<file path="src/rtl/cpu_pkg.sv">
// Shared CPU datapath constants: mult/div sequencer state encoding and op codes.
// ctrl_unit and muldiv_seq both import this package.
package cpu_pkg;

  localparam logic [2:0] ST_IDLE = 3'd0;
  localparam logic [2:0] ST_MULT = 3'd1;
  localparam logic [2:0] ST_DIV  = 3'd2;
  localparam logic [2:0] ST_FIX  = 3'd3;
  localparam logic [2:0] ST_DONE = 3'd4;

  localparam logic OP_MULT = 1'b0;
  localparam logic OP_DIV  = 1'b1;

endpackage

</file>
<file path="src/rtl/div_step.sv">
// One restoring-division iteration on unsigned magnitudes: shift the next dividend
// bit into the partial remainder, trial-subtract the divisor, keep or restore.
module div_step #(
  parameter int WIDTH = 32
) (
  input  logic [WIDTH-1:0] rem,
  input  logic [WIDTH-1:0] quo,
  input  logic [WIDTH-1:0] divisor,
  output logic [WIDTH-1:0] rem_next,
  output logic [WIDTH-1:0] quo_next
);

  logic [WIDTH:0] shifted;
  logic [WIDTH:0] diff;
  logic           fits;

  // rem < divisor <= 2^(WIDTH-1) keeps shifted below 2^WIDTH, so bit WIDTH of diff is a clean borrow.
  assign shifted  = {rem, quo[WIDTH-1]};
  assign diff     = shifted - {1'b0, divisor};
  assign fits     = ~diff[WIDTH];
  assign rem_next = fits ? diff[WIDTH-1:0] : shifted[WIDTH-1:0];
  assign quo_next = {quo[WIDTH-2:0], fits};

endmodule

</file>
<file path="src/rtl/muldiv_seq.sv">
// Multi-cycle signed MULT (radix-2 Booth) / DIV (restoring) sequencer feeding the
// HI/LO register pair, driven by ctrl_unit over a start/busy/done handshake.
module muldiv_seq
  import cpu_pkg::*;
#(
  parameter int WIDTH = 32,
  parameter int CNT_W = 6
) (
  input  logic             clk,
  input  logic             reset,
  input  logic             start,
  input  logic             op,
  input  logic [WIDTH-1:0] a_in,
  input  logic [WIDTH-1:0] b_in,
  output logic             busy,
  output logic             done,
  output logic             div_zero,
  output logic             hi_w,
  output logic             lo_w,
  output logic [WIDTH-1:0] hi_out,
  output logic [WIDTH-1:0] lo_out
);

  logic [2:0]         state, state_next;
  logic [CNT_W-1:0]   cnt;
  logic [2*WIDTH:0]   acc;
  logic [WIDTH-1:0]   mcand;
  logic               op_q;
  logic               neg_q;
  logic               neg_r;
  logic               dz;

  logic [WIDTH-1:0]   acc_hi;
  logic [WIDTH-1:0]   acc_lo;
  logic [WIDTH:0]     booth_sum;
  logic [2*WIDTH:0]   booth_next;
  logic [WIDTH-1:0]   rem_next;
  logic [WIDTH-1:0]   quo_next;
  logic [WIDTH-1:0]   a_mag;
  logic [WIDTH-1:0]   b_mag;

  // acc = {hi, lo, booth_q-1}; the division path reuses hi as remainder and lo as quotient.
  assign acc_hi = acc[2*WIDTH:WIDTH+1];
  assign acc_lo = acc[WIDTH:1];

  assign a_mag = a_in[WIDTH-1] ? (~a_in + 1'b1) : a_in;
  assign b_mag = b_in[WIDTH-1] ? (~b_in + 1'b1) : b_in;

  // Booth add is one bit wider so a most-negative multiplicand cannot overflow before the shift.
  always_comb begin
    // NOTE: every always_comb output gets a default first so no path infers a latch.
    booth_sum = {acc_hi[WIDTH-1], acc_hi};
    case (acc[1:0])
      2'b01:   booth_sum = {acc_hi[WIDTH-1], acc_hi} + {mcand[WIDTH-1], mcand};
      2'b10:   booth_sum = {acc_hi[WIDTH-1], acc_hi} - {mcand[WIDTH-1], mcand};
      default: booth_sum = {acc_hi[WIDTH-1], acc_hi};
    endcase
    booth_next = {booth_sum, acc_lo};
  end

  div_step #(.WIDTH(WIDTH)) u_div_step (
    .rem      (acc_hi),
    .quo      (acc_lo),
    .divisor  (mcand),
    .rem_next (rem_next),
    .quo_next (quo_next)
  );

  // State register.
  always_ff @(posedge clk or negedge reset) begin
    // NOTE: sequential state uses non-blocking assignments so every flop samples pre-edge values.
    if (!reset) state <= ST_IDLE;
    else        state <= state_next;
  end

  // Next-state logic. A zero divisor skips the iterations but still passes through FIX,
  // giving a fixed two-edge latency to the completion pulse.
  always_comb begin
    state_next = state;
    case (state)
      ST_IDLE: begin
        if (start) begin
          if (op == OP_DIV && b_in == '0) state_next = ST_FIX;
          else if (op == OP_DIV)          state_next = ST_DIV;
          else                            state_next = ST_MULT;
        end
      end
      ST_MULT: if (cnt == '0) state_next = ST_FIX;
      ST_DIV:  if (cnt == '0) state_next = ST_FIX;
      ST_FIX:  state_next = ST_DONE;
      ST_DONE: state_next = ST_IDLE;
      default: state_next = ST_IDLE;
    endcase
  end

  // Output decode.
  always_comb begin
    busy     = (state != ST_IDLE);
    done     = (state == ST_DONE);
    div_zero = (state == ST_DONE) && dz;
    hi_w     = (state == ST_DONE) && !dz;
    lo_w     = (state == ST_DONE) && !dz;
  end

  // Datapath registers.
  always_ff @(posedge clk or negedge reset) begin
    // NOTE: every datapath register is reset, since an abandoned operation must leave HI/LO cleared.
    if (!reset) begin
      cnt    <= '0;
      acc    <= '0;
      mcand  <= '0;
      op_q   <= OP_MULT;
      neg_q  <= 1'b0;
      neg_r  <= 1'b0;
      dz     <= 1'b0;
      hi_out <= '0;
      lo_out <= '0;
    end else begin
      case (state)
        ST_IDLE: begin
          if (start) begin
            op_q <= op;
            cnt  <= CNT_W'(WIDTH - 1);
            dz   <= (op == OP_DIV) && (b_in == '0);
            if (op == OP_MULT) begin
              acc   <= {{WIDTH{1'b0}}, b_in, 1'b0};
              mcand <= a_in;
            end else begin
              acc   <= {{WIDTH{1'b0}}, a_mag, 1'b0};
              mcand <= b_mag;
              neg_q <= a_in[WIDTH-1] ^ b_in[WIDTH-1];
              neg_r <= a_in[WIDTH-1];
            end
          end
        end
        ST_MULT: begin
          acc <= booth_next;
          cnt <= cnt - 1'b1;
        end
        ST_DIV: begin
          acc <= {rem_next, quo_next, 1'b0};
          cnt <= cnt - 1'b1;
        end
        ST_FIX: begin
          if (!dz) begin
            if (op_q == OP_MULT) begin
              hi_out <= acc_hi;
              lo_out <= acc_lo;
            end else begin
              hi_out <= neg_r ? (~acc_hi + 1'b1) : acc_hi;
              lo_out <= neg_q ? (~acc_lo + 1'b1) : acc_lo;
            end
          end
        end
        default: ;
      endcase
    end
  end

endmodule

</file>
<file path="config.mk">
export PLATFORM = sky130hd
export DESIGN_NAME = muldiv_seq
export DESIGN_NICKNAME = d
export VERILOG_FILES = /design/src/rtl/cpu_pkg.sv /design/src/rtl/div_step.sv /design/src/rtl/muldiv_seq.sv
export SDC_FILE = /design/constraint.sdc
export NUM_CORES = 1
export LEC_CHECK = 0
export CAP_MARGIN = 10
export CELL_PAD_IN_SITES_DETAIL_PLACEMENT = 0
export CELL_PAD_IN_SITES_GLOBAL_PLACEMENT = 1
export CORE_MARGIN = 1
export CORE_UTILIZATION = 45
export CTS_CLUSTER_SIZE = 8
export DETAILED_ROUTE_END_ITERATION = 8
export PLACE_DENSITY_LB_ADDON = 0.1
export SYNTH_ARGS = -nofsm -noshare
export SYNTH_HDL_FRONTEND = slang
export SYNTH_SLANG_ARGS = --single-unit
export TNS_END_PERCENT = 30
</file>
<file path="constraint.sdc">
create_clock -name clk -period 6.8 [get_ports clk]
set_clock_uncertainty 0.15 [all_clocks]
set_input_delay 1.36 -clock clk [delete_from_list [all_inputs] [get_ports clk]]
set_output_delay 1.36 -clock clk [all_outputs]
set_load 0.1 [all_outputs]
</file>
==> results, run 1 <==
- The remaining design rule violation count is 0.
- The critical path goes through nor3_1 -> nand3_1 -> nor3_1 -> nand2_1 -> nor4_1 -> nor2_1 -> xnor2_1 -> ha_1 -> a21o_1 -> a21oi_1 -> nor2b_1 -> a311oi_1 -> o21ai_0 -> a211oi_1 -> o21ai_0 -> a21oi_1 -> xnor2_1 -> o311ai_0.
- After synthesis the cells add up to 14,600 sq um.
- The startpoint of the tightest hold check path is lo_out[26].
- The number of enable flip-flop cells after synthesis is 0.
- The initial antenna violation count came to 0.
- The first global-routing pass estimated 72.6 mm of wire.
- The category of the most critical setup path is reg2reg.
- The clock reaches the later pin of the worst-skew pair after 440 ps.
- The top cell type by total area after synthesis is sky130_fd_sc_hd__dfrtp_1.
- The number of failing hold endpoints at the final stage is 0.
- The pin count of the biggest net entering global routing is 125.
- Across the whole layout, storage elements account for 4350 sq um.
- For this run, asynchronously set or reset flops after synthesis account for 100%.
- The smallest setup slack after layout is 1430 ps.
- The wire length reported by the detailed router is 45.5 mm.
- After legalization and detailed placement, the total HPWL measured 34.7 mm.
- The post-synthesis average cell area is 7.70 sq um.
- After detailed routing, the number of vias per cell comes to 5.86.
- The critical-path cell with the highest stage delay is sky130_fd_sc_hd__nor4_1.
- Ranked by total cell area, the synthesized netlist is headed by sky130_fd_sc_hd__dfrtp_1, sky130_fd_sc_hd__o21ai_0, sky130_fd_sc_hd__nand2_1.
- For met1 alone, demand over resource in global routing was 40.4%.
- The number of violations of the max-capacitance limit is 0.
- The number of placed instances, taps included, is 2,360.
- The worst hold path passes through 2 cells.
- The global placement routability congestion is 0.890.
- The count of nets left with antenna violations after detail routing is 0.
- The wire length per cell after detailed routing is 19.0 microns.
- The number of distinct standard cells referenced by the synthesized netlist is 69.
- Buffers added to address setup during post-CTS repair amount to 0.
- The global-route congestion overflow total is 0.
- In this run the count of I/O pins placed on the die edge is 137.
- The end point of the worst hold path is lo_out[26].
- In the final layout, the multi-input gates occupy 9610 sq um.
- The die covers 33,300 sq um.
- The setup TNS is 0 ps.
- The CTS tree is yes.
- The total number of placement rows is 65.
- Counting instances in the post-synthesis netlist gives the leading cell types as sky130_fd_sc_hd__o21ai_0, sky130_fd_sc_hd__nand2_1, sky130_fd_sc_hd__dfrtp_1.
- The pre-antenna-repair detailed-routing pass consisted of 5 iterations.
- The number of DRC markers after the initial detailed-route iteration is 1,028.
- Relative to the synthesized area, the layout overhead comes to 15.0%.
- The layout has 3,115 filler cells.
- The cell sitting at the root of the clock tree is a sky130_fd_sc_hd__clkbuf_16.
- After clock tree synthesis, the clock-pin slew on the worst setup and hold paths is 70 ps.
- In the final layout, the share of cells above drive strength 1 is 3.68%.
- The finished layout holds 2,392 standard cells, fillers aside.
- The cell count after synthesis is 1,901.
- The worst-margin pin slew is 1060 ps.
- The most frequently used cell type in the post-synthesis netlist is sky130_fd_sc_hd__o21ai_0.
- After global routing, the most crowded layer is met2.
- The sequential area share after synthesis is 29.7%.
- Headroom to the max-slew limit came out at 28.9%.
- For flop-to-flop paths, the worst setup slack is 1430 ps.
- The die height is 182 microns.
- The maximum level of the CTS H-tree is 4.
- STA classifies the critical path endpoint as a flop.
- The worst-case reg-to-reg path depth is 18.
- The via count of the first global-routing pass is 13,026.
- The worst hold path belongs to the class reg2reg.
- The met2 layer usage reported by global route is 43.3%.
- The met3 layer usage reported by global route is 3.77%.
- Setup repair after global routing left no endpoint under its margin.
- The maximum fanout encountered on the critical timing path is 6.
- The data arrival time at the worst-slack endpoint is 5550 ps.
- Hold repair after CTS inserted 0 buffers.
- In the finished design, the share of the clock period the worst path needs comes to 79.0%.
- The startpoint identified for the worst register-to-register timing path is mcand[4].
- The highest attainable clock frequency is 186 MHz.
- The required time reported for the critical path endpoint is 6980 ps.
- The horizontal die dimension is 182 microns.
- The number of endpoints failing setup at the final stage is 0.
- For this run, the post-layout net count is 2,087.
- Summing over every cut layer, the via total after detailed routing is 14,008.
- The count of pins over their slew limit is 0.
- The share of the synthesized area in the top cell type is 29.7%.
- The repair_antennas step left the layout with diodes totalling 0.
- The total CTS buffers is 17.
- The flip-flop cell with the highest count after synthesis is sky130_fd_sc_hd__dfrtp_1.
- Yosys printed 0 warnings.
- For this configuration, the core starts out at a cell density of 46.1%.
- After clock tree synthesis, the repair step resized 0 gates.
- The count of port buffers added during placement is 136.
- The core area is 31,800 sq um.
- The end of the worst register-to-register path is acc[64].
- The time the final worst path needs with I/O delays and setup is 5370 ps.
- The longest clock path from root to sink contains 2 buffers.
- The minimum setup slack after placement is 1540 ps.
- The flow ran to the end, and the final reports show no timing, DRC or antenna violations.
- Clock tree synthesis found a total of 174 sinks.
- On the worst path, the slowest cell contributes a delay of 610 ps.
- Across every metal layer, demand over resource in global routing totals 27.9%.
- STA classifies the critical path startpoint as a flop.
- The launch point of the worst path is mcand[4].
- In this run, synthesis produced a sequential element count of 174.
- The net count of the mapped netlist is 2,043.
## critical path, delay by kind of cell, from the launching register on
family | cells | cell delay [ps]
AND/OR/NAND/NOR | 7 | 2060
AO/OA/AOI/OAI | 8 | 1980
flip-flops | 1 | 430
adder cells (fa/ha/maj) | 1 | 370
XOR/XNOR | 2 | 260
## how the worst max path moves through the flow
stage / end / slack [ps] / cells past startpoint
2_1_floorplan: lo_w / 1860 / 5
3_3_place_gp: acc[64] / 1650 / 18
3_5_place_dp: acc[64] / 1540 / 18
4_1_cts: acc[64] / 1510 / 18
5_1_grt: acc[64] / 1010 / 18
6_report: acc[64] / 1430 / 18
## sequential cells by signal, indices dropped and copies added, names as in the netlist
name / flops
acc: 65
cnt: 6
dz: 1
hi_out: 32
lo_out: 32
mcand: 32
neg_q: 1
neg_r: 1
op_q: 1
state: 3
## cells in the final DEF (no fill, tap or decap), types with 42 or more instances in the layout
master | netlist | routed
sky130_fd_sc_hd__a21oi_1 | 105 | 105
sky130_fd_sc_hd__a211oi_1 | 42 | 42
sky130_fd_sc_hd__dfrtp_1 | 174 | 174
sky130_fd_sc_hd__xor2_1 | 110 | 109
sky130_fd_sc_hd__clkdlybuf4s50_1 | 0 | 134
sky130_fd_sc_hd__o21ai_0 | 271 | 271
sky130_fd_sc_hd__nand2_1 | 268 | 267
sky130_fd_sc_hd__nor2_1 | 152 | 152
sky130_fd_sc_hd__ha_1 | 72 | 72
sky130_fd_sc_hd__inv_1 | 64 | 64
sky130_fd_sc_hd__xnor2_1 | 97 | 97
## layer usage
| metal | wire length, microns | vias up | share of wire [%] |
|---|---|---|---|
| met3 | 2420 | 38 | 5.3 |
| met4 | 711 | 0 | 1.6 |
| met2 | 20200 | 381 | 44 |
| li1 | - | 6908 | - |
| met1 | 22200 | 6681 | 49 |
| met5 | 0 | - | 0 |
## stage by stage
stage               hold slack [ps]  util, %  area [sq um]
global route                    353     53.0         16800
floorplan                       314        -         14600
CTS                             335     52.9         16800
global placement                309     51.0         16200
finish                          328     53.0         16800
detailed placement              319     51.0         16200
## layout make-up
cell class	count	area share [%]
clock buffers	20	2.71
clock inverters	11	0.795
repair buffers	153	8.95
well taps	435	3.23
flip-flops and latches	174	25.8
multi-input cells	1534	57.0
inverters	65	1.45
## cells by family after synthesis
kind of cell / share of synthesized area, %
simple gates: 19.0
flops: 29.7
compound gates: 26.2
fa+ha+maj: 6.42
buf+inv: 5.00
mux: 1.26
xor+xnor: 12.4
Power of run 1 is not shown: default switching activity piles up to over one toggle a cycle in this logic, so the estimate is an artifact.
==> inputs of run 2 (changes only) <==
--- a/config.mk
+++ b/config.mk
@@ -9,7 +9,7 @@
 export CELL_PAD_IN_SITES_DETAIL_PLACEMENT = 0
 export CELL_PAD_IN_SITES_GLOBAL_PLACEMENT = 1
 export CORE_MARGIN = 1
-export CORE_UTILIZATION = 45
+export CORE_UTILIZATION = 40
 export CTS_CLUSTER_SIZE = 8
 export DETAILED_ROUTE_END_ITERATION = 8
 export PLACE_DENSITY_LB_ADDON = 0.1
==> constraint.sdc (replaced) <==
create_clock -name clk -period 4.7 [get_ports clk]
set_clock_uncertainty 0.15 [all_clocks]
set_input_delay 0.94 -clock clk [delete_from_list [all_inputs] [get_ports clk]]
set_output_delay 0.94 -clock clk [all_outputs]
set_load 0.1 [all_outputs]
==> run 2 against run 1 <==
Register-to-register slack worse by 1000 ps. Largest cell class unchanged. The flow now finishes with violations (DRC). Global-route usage is 1.3 points lower. Worst hold slack worse by 1.9 ps. Clock-buffer cell count is 1 higher. Critical path depth stayed put. Worst setup slack worse by 1000 ps.
==> results, run 2 (same netlist as run 1, synthesis figures left out) <==
- The kind of path behind the tightest hold check is reg2reg.
- The via total after detailed routing is 14,275.
- The run finished, with violations left.
- The count of port buffers added during placement is 136.
- The wire length of the first global-routing pass is 78.1 mm.
- The clock insertion delay at the later pin of the skew report is 460 ps.
- After routing, the total negative slack on setup checks comes to 0 ps.
- Routability-driven placement finished with a final weighted congestion of 0.909.
- The final core utilization is 48.4%.
- In the routed layout, each cell is associated on average with a via count of 5.75.
- The buffer depth of the longest clock path is 2.
- The count of pins over their slew limit was 0.
- The initialized floorplan defines 69 standard-cell rows.
- The HPWL after detailed placement is 37.8 mm.
- Once the floorplan was initialized, standard cells occupied 40.9% of the core.
- Clock-pin slew was measured on the worst setup and hold paths at 70 ps.
- The wire length per cell after detailed routing is 19.7 microns.
- Buffers inserted during clock tree synthesis total 17.
- The total buffers and inverters traversed by the critical path is 3.
- After detailed routing, the total wire length is 48.8 mm.
- Including well taps, the total number of placed cells is 2,450.
- Hold timing on the final database bottoms out at a slack of 326 ps.
- Data on the critical path arrives at its endpoint at 4490 ps.
- Dividing the final minimum period by the clock period gives 91.8%.
- The largest individual stage delay along the critical path comes from the cell sky130_fd_sc_hd__or3_1.
- The remaining design rule violation count is 10.
- The launch point of the worst path is mcand[1].
- CTS saw 174 sinks.
- The cell class contributing the biggest share of worst-path delay is compound AO/OA/AOI/OAI gates.
- The tree is rooted in a sky130_fd_sc_hd__clkbuf_16.
- The maximum level of the CTS H-tree is 4.
- The synthesis-to-finish area growth is 18.3%.
- The die covers 37,400 sq um.
- Of the cells placed in the final design, the portion with a size suffix greater than 1 is 6.78%.
- The startpoint of the most critical register-to-register path is mcand[1].
- The worst setup path is launched from a flop.
- The antenna diode count is 0.
- The tool flagged a number of max-cap violations equal to 0.
- The final reports fail on DRC.
- The most common library cell in the layout ignoring fill and taps is sky130_fd_sc_hd__o21ai_0.
- The via count of the first global-routing pass was 13,666.
- Setup repair after global routing left no endpoint under its margin.
- The delay of the slowest cell on the worst path is 470 ps.
- The initial antenna violation count is 0.
- The number of failing hold endpoints at the final stage came to 0.
- The pin count of the biggest net entering global routing is 125.
- The category of the most critical setup path is reg2reg.
- The detailed router finished its first iteration with 909 violations.
- The register with the highest flop count is acc.
- The startpoint of the tightest hold check path is hi_out[15].
- The finished layout holds 2,482 standard cells, fillers aside.
- The total track usage is 26.6%.
- The floorplan step defined a core boundary enclosing 35,800 sq um.
- For the worst setup path, the data required time is 4880 ps.
- The number of endpoints failing setup at the final stage is 0.
- The worst-margin pin slew is 1120 ps.
- Of all nets on the critical path, the largest fanout is 5.
- The count of nets left with antenna violations after detail routing is 0.
- The routed design could run at a clock period as short as 4310 ps.
- The first-pass iteration count of the detailed router is 8.
- Walking the worst path, the cells encountered are inv_1 -> ha_1 -> and4_1 -> a41oi_1 -> xnor2_1 -> ha_1 -> and2_1 -> and4_1 -> o311ai_0 -> buf_4 -> a31oi_1 -> a2111oi_0 -> or3_1 -> o21ai_0 -> buf_4 -> a21oi_1 -> o31ai_1 -> nand4_1.
- Derived from the worst setup path, the maximum achievable clock frequency is 232 MHz.
- STA classifies the critical path endpoint as a flop.
- In this run the tightest slew margin relative to its limit is 25.5%.
- The die is 193 microns tall.
- Measured along the x axis, the die boundary spans 193 microns.
- The number of nets in the layout is 2,150.
- The number of placed I/O pins is 137.
- The top cell types in the final layout, fill and taps aside, are sky130_fd_sc_hd__o21ai_0, sky130_fd_sc_hd__nand2_1, sky130_fd_sc_hd__dfrtp_1.
- The register with the most flip-flops in the layout has 65 of them.
- The total overflow left after global routing is 0.
- The CTS tree is yes.
-- run 2: final timing paths --
| path | end | slack (ps) | depth (start not counted) |
|---|---|---|---|
| max | acc[63] | 390 | 18 |
| min reg2reg | hi_out[15] | 330 | 2 |
| min in group asynchronous | hi_out[11] | 400 | 1 |
| min | hi_out[15] | 330 | 2 |
| max in group asynchronous | lo_out[12] | 2890 | 2 |
| max reg2reg | acc[63] | 390 | 18 |
-- run 2: area by class of cell --
type	instances	area, sq um
clock inverters	11	86.3
well taps	461	577
flip-flops and latches	174	4350
fillers	3604	18500
multi-input cells	1534	9620
clock buffers	21	460
inverters	65	244
repair buffers	216	1990
-- run 2: per-layer routing --
layer / global-route usage (%) / vias up / part of all wire [%]
met5: 0 / - / 0
met4: 7.41 / 0 / 2.0
met3: 3.78 / 53 / 4.6
met2: 41.4 / 353 / 45
met1: 38.2 / 6826 / 49
li1: - / 7043 / -
-- run 2: worst register-to-register path, stage by stage, from the launching register on --
cell and delay (ps):
sky130_fd_sc_hd__dfrtp_1 400, sky130_fd_sc_hd__inv_1 140, sky130_fd_sc_hd__ha_1 200, sky130_fd_sc_hd__and4_1 300, sky130_fd_sc_hd__a41oi_1 160, sky130_fd_sc_hd__xnor2_1 150, sky130_fd_sc_hd__ha_1 290, sky130_fd_sc_hd__and2_1 140
sky130_fd_sc_hd__and4_1 210, sky130_fd_sc_hd__o311ai_0 120, sky130_fd_sc_hd__buf_4 160, sky130_fd_sc_hd__a31oi_1 270, sky130_fd_sc_hd__a2111oi_0 150, sky130_fd_sc_hd__or3_1 470, sky130_fd_sc_hd__o21ai_0 280, sky130_fd_sc_hd__buf_4 200
sky130_fd_sc_hd__a21oi_1 70, sky130_fd_sc_hd__o31ai_1 250, sky130_fd_sc_hd__nand4_1 110
-- run 2: stage by stage --
| step | worst slack, ps | area, sq um |
|---|---|---|
| floorplan | 176 | 14600 |
| global placement | 86.4 | 16800 |
| global route | 4.67 | 17300 |
| CTS | 316 | 17300 |
| detailed placement | 62.8 | 16800 |
| finish | 387 | 17300 |
-- run 2: repair_timing --
action | CTS | global route
hold buffers | 0 | 0
resized for setup | 0 | 3
setup endpoints to repair | 0 | 5
setup buffers | 0 | 0
Power of run 2 is left out for the same reason.
==> inputs of run 3 (changes only) <==
--- a/config.mk
+++ b/config.mk
@@ -5,7 +5,7 @@
 export SDC_FILE = /design/constraint.sdc
 export NUM_CORES = 1
 export LEC_CHECK = 0
-export CAP_MARGIN = 10
+export CAP_MARGIN = 15
 export CELL_PAD_IN_SITES_DETAIL_PLACEMENT = 0
 export CELL_PAD_IN_SITES_GLOBAL_PLACEMENT = 1
 export CORE_MARGIN = 1
==> run 3 against run 2 <==
The run still ends with DRC left. Routed wire length is 0.14% higher. Global-route usage stayed put. Register-to-register slack worse by 50 ps. Non-clock buffer count is 1 higher. Worst setup slack worse by 50 ps. Flip-flop and latch count stayed put. Cell area is 0.12% higher. Cell count hardly changed. Critical path type unchanged. Critical endpoint unchanged. Highest routed layer unchanged.
==> results, run 3 (same netlist as run 1, synthesis figures left out) <==
- Static timing analysis puts the maximum clock frequency at 229 MHz.
- The die height is 193 microns.
- The first global-routing pass estimated 78.1 mm of wire.
- The clock insertion delay at the later pin of the skew report is 460 ps.
- The clock transition time at the flip-flop clock pins of the worst setup and hold paths is 70 ps.
- The first routing iteration left 1,016 violations.
- The kind of path behind the tightest hold check is reg2reg.
- The number of nets in the layout is 2,151.
- The antenna diode count is 0.
- Dividing the detail-routed via count by the number of cells gives 5.74.
- The number of violations of the max-capacitance limit is 0.
- The register with the most flip-flops in the layout has 65 of them.
- The via count of the first global-routing pass is 13,666.
- The worst-margin pin slew is 1070 ps.
- The global placement routability congestion is 0.909.
- The worst setup path is launched from a flop.
- The pin count of the biggest net entering global routing is 125.
- The global-route congestion overflow total is 0.
- The initialized floorplan defines 69 standard-cell rows.
- The CTS tree is yes.
- The endpoint identified for the worst register-to-register timing path is acc[63].
- The via total after detailed routing is 14,257.
- The synthesis-to-finish area growth is 18.5%.
- The worst path in the final design needs a cycle of 4360 ps, including I/O delays and setup.
- The register with the highest flop count is acc.
- The core area is 35,800 sq um.
- The die is 193 microns wide.
- In this run the worst path has a maximum fanout of 5.
- The critical path crosses 18 cells after its start point.
- During placement, the flow inserted port buffers numbering 136.
- Grouping stages by cell kind, the critical path spends the most delay in compound AO/OA/AOI/OAI gates.
- The maximum level of the CTS H-tree is 4.
- The run finished, with violations left.
- The number of endpoints failing setup at the final stage is 0.
- The setup TNS is 0 ps.
- The share of cells above drive strength 1 is 6.82%.
- The category of the worst setup path capture point is a flop.
- The number of failing hold endpoints at the final stage is 0.
- The filler cells instantiated in the layout total 3,602.
- The number of sinks on the clock net is 174.
- Wires add up to 48.9 mm.
- In this run the worst setup path terminates at acc[63].
- Global routing consumed, over all layers together, 26.6% of the routing resources.
- Setup repair after global routing left no endpoint under its margin.
- Measured against its own limit, the worst slew margin works out to 28.6%.
- STA puts the critical path data arrival time at 4540 ps.
- The final reports fail on DRC.
- The detailed router used layers up to and including met4.
- The buffer depth of the longest clock path is 2.
- The required time reported for the critical path endpoint is 4870 ps.
- The floorplan step defined a die boundary enclosing 37,400 sq um.
- The remaining design rule violation count is 10.
- The launch point of the worst path is mcand[1].
- For the worst flop-to-flop path, the logic depth is 18.
- The largest individual stage delay along the critical path comes from the cell sky130_fd_sc_hd__or3_1.
- The worst hold path passes through 2 cells.
- The signal on the critical path passes through inv_1 -> ha_1 -> and4_1 -> a41oi_1 -> xnor2_1 -> ha_1 -> and2_1 -> and4_1 -> o311ai_0 -> buf_4 -> a31oi_1 -> a2111oi_0 -> or3_1 -> o21ai_0 -> buf_4 -> a21oi_1 -> o31ai_1 -> nand4_1.
- The worst register-to-register path begins at mcand[1].
- Once the floorplan was initialized, standard cells occupied 40.9% of the core.
- The wire length the detailed router placed on met1 is 23.9 mm.
- The first-pass iteration count of the detailed router is 8.
- The initial antenna violation count is 0.
- The number of placed I/O pins is 137.
- Leaving out fill and tap cells, the most frequent cell in the layout is sky130_fd_sc_hd__o21ai_0.
- The setup path with the least slack is of type reg2reg.
- The register-to-register setup slack is 340 ps.
- The wire length on met2 is 21.9 mm.
- The final critical path takes up 92.8% of the cycle.
- The cell at the root of the clock tree is sky130_fd_sc_hd__clkbuf_16.
- In this run, post-CTS hold repair placed 0 buffers.
- Once detailed placement completed, the half-perimeter wirelength came to 37.8 mm.
- Summed over all nets, wire length on met3 after detailed routing comes to 2.09 mm.
- The total buffers and inverters traversed by the critical path is 3.
- The count of nets left with antenna violations once routing finished came out at 0.
- Leaving out fill and tap cells, the most frequent cells in the layout are sky130_fd_sc_hd__o21ai_0, sky130_fd_sc_hd__nand2_1, sky130_fd_sc_hd__dfrtp_1.
- In the final layout, the multi-input gates occupy 9620 sq um.
- The area taken by flip-flops and latches is 4350 sq um.
- After detailed routing, the average wire length per cell comes to 19.7 microns.
- The count of pins over their slew limit came to 0.
- Clock tree synthesis inserted a total of 17 buffers.
- The delay of the slowest cell on the worst path is 480 ps.
[run 3: cell types whose count changed in the layout (fill, tap and decap cells not counted), sizes merged]
| cell | change |
|---|---|
| buf | +1 |
[run 3: cell type report]
class | count | area share (%)
Timing Repair Buffer | 217 | 11.6
Tap cell | 461 | 3.32
Multi-Input combinational cell | 1534 | 55.5
Inverter | 65 | 1.41
Clock inverter | 11 | 0.498
Sequential cell | 174 | 25.1
Clock buffer | 21 | 2.65
[run 3: metrics by stage]
step / util (%) / hold WS (ps) / instance area, sq um / worst slack [ps] / cells
6_report: 48.4 / 325 / 17300 / 337 / 2483
5_1_grt: 48.4 / 345 / 17300 / 4.67 / 2483
4_1_cts: 48.3 / 335 / 17300 / 316 / 2482
3_5_place_dp: 46.8 / 319 / 16800 / 62.8 / 2450
3_3_place_gp: 46.8 / 310 / 16800 / 86.4 / 2450
2_1_floorplan: - / 314 / 14600 / 176 / 1901
[run 3: worst min-delay path, delay by kind of cell (launching register included)]
family / cells / cell delay [ps]
DFF: 1 / 340
and+or+nand+nor: 1 / 40
AOI/OAI and AO/OA: 1 / 50
[run 3: metal layers]
layer  global-route usage [%]  up-vias
li1                         -     7039
met1                     38.2     6831
met2                     41.4      336
met3                     3.78       51
met4                     7.41        0
met5                        0        -
[run 3: how the worst min path moves through the flow]
stage	start	to	slack, ps
4_1_cts	hi_out[15]	hi_out[15]	330
3_5_place_dp	hi_out[15]	hi_out[15]	320
5_1_grt	hi_out[28]	hi_out[28]	340
6_report	hi_out[28]	hi_out[28]	320
2_1_floorplan	neg_q	neg_q	310
3_3_place_gp	hi_out[2]	hi_out[2]	310
[run 3: repair_timing]
| action | 4_1_cts | 5_1_grt |
|---|---|---|
| buffers inserted | 0 | 0 |
| resized for setup | 0 | 3 |
| endpoints found under the hold margin | 0 | 0 |
| endpoints found under the setup margin | 0 | 5 |
Power of run 3 is left out for the same reason.
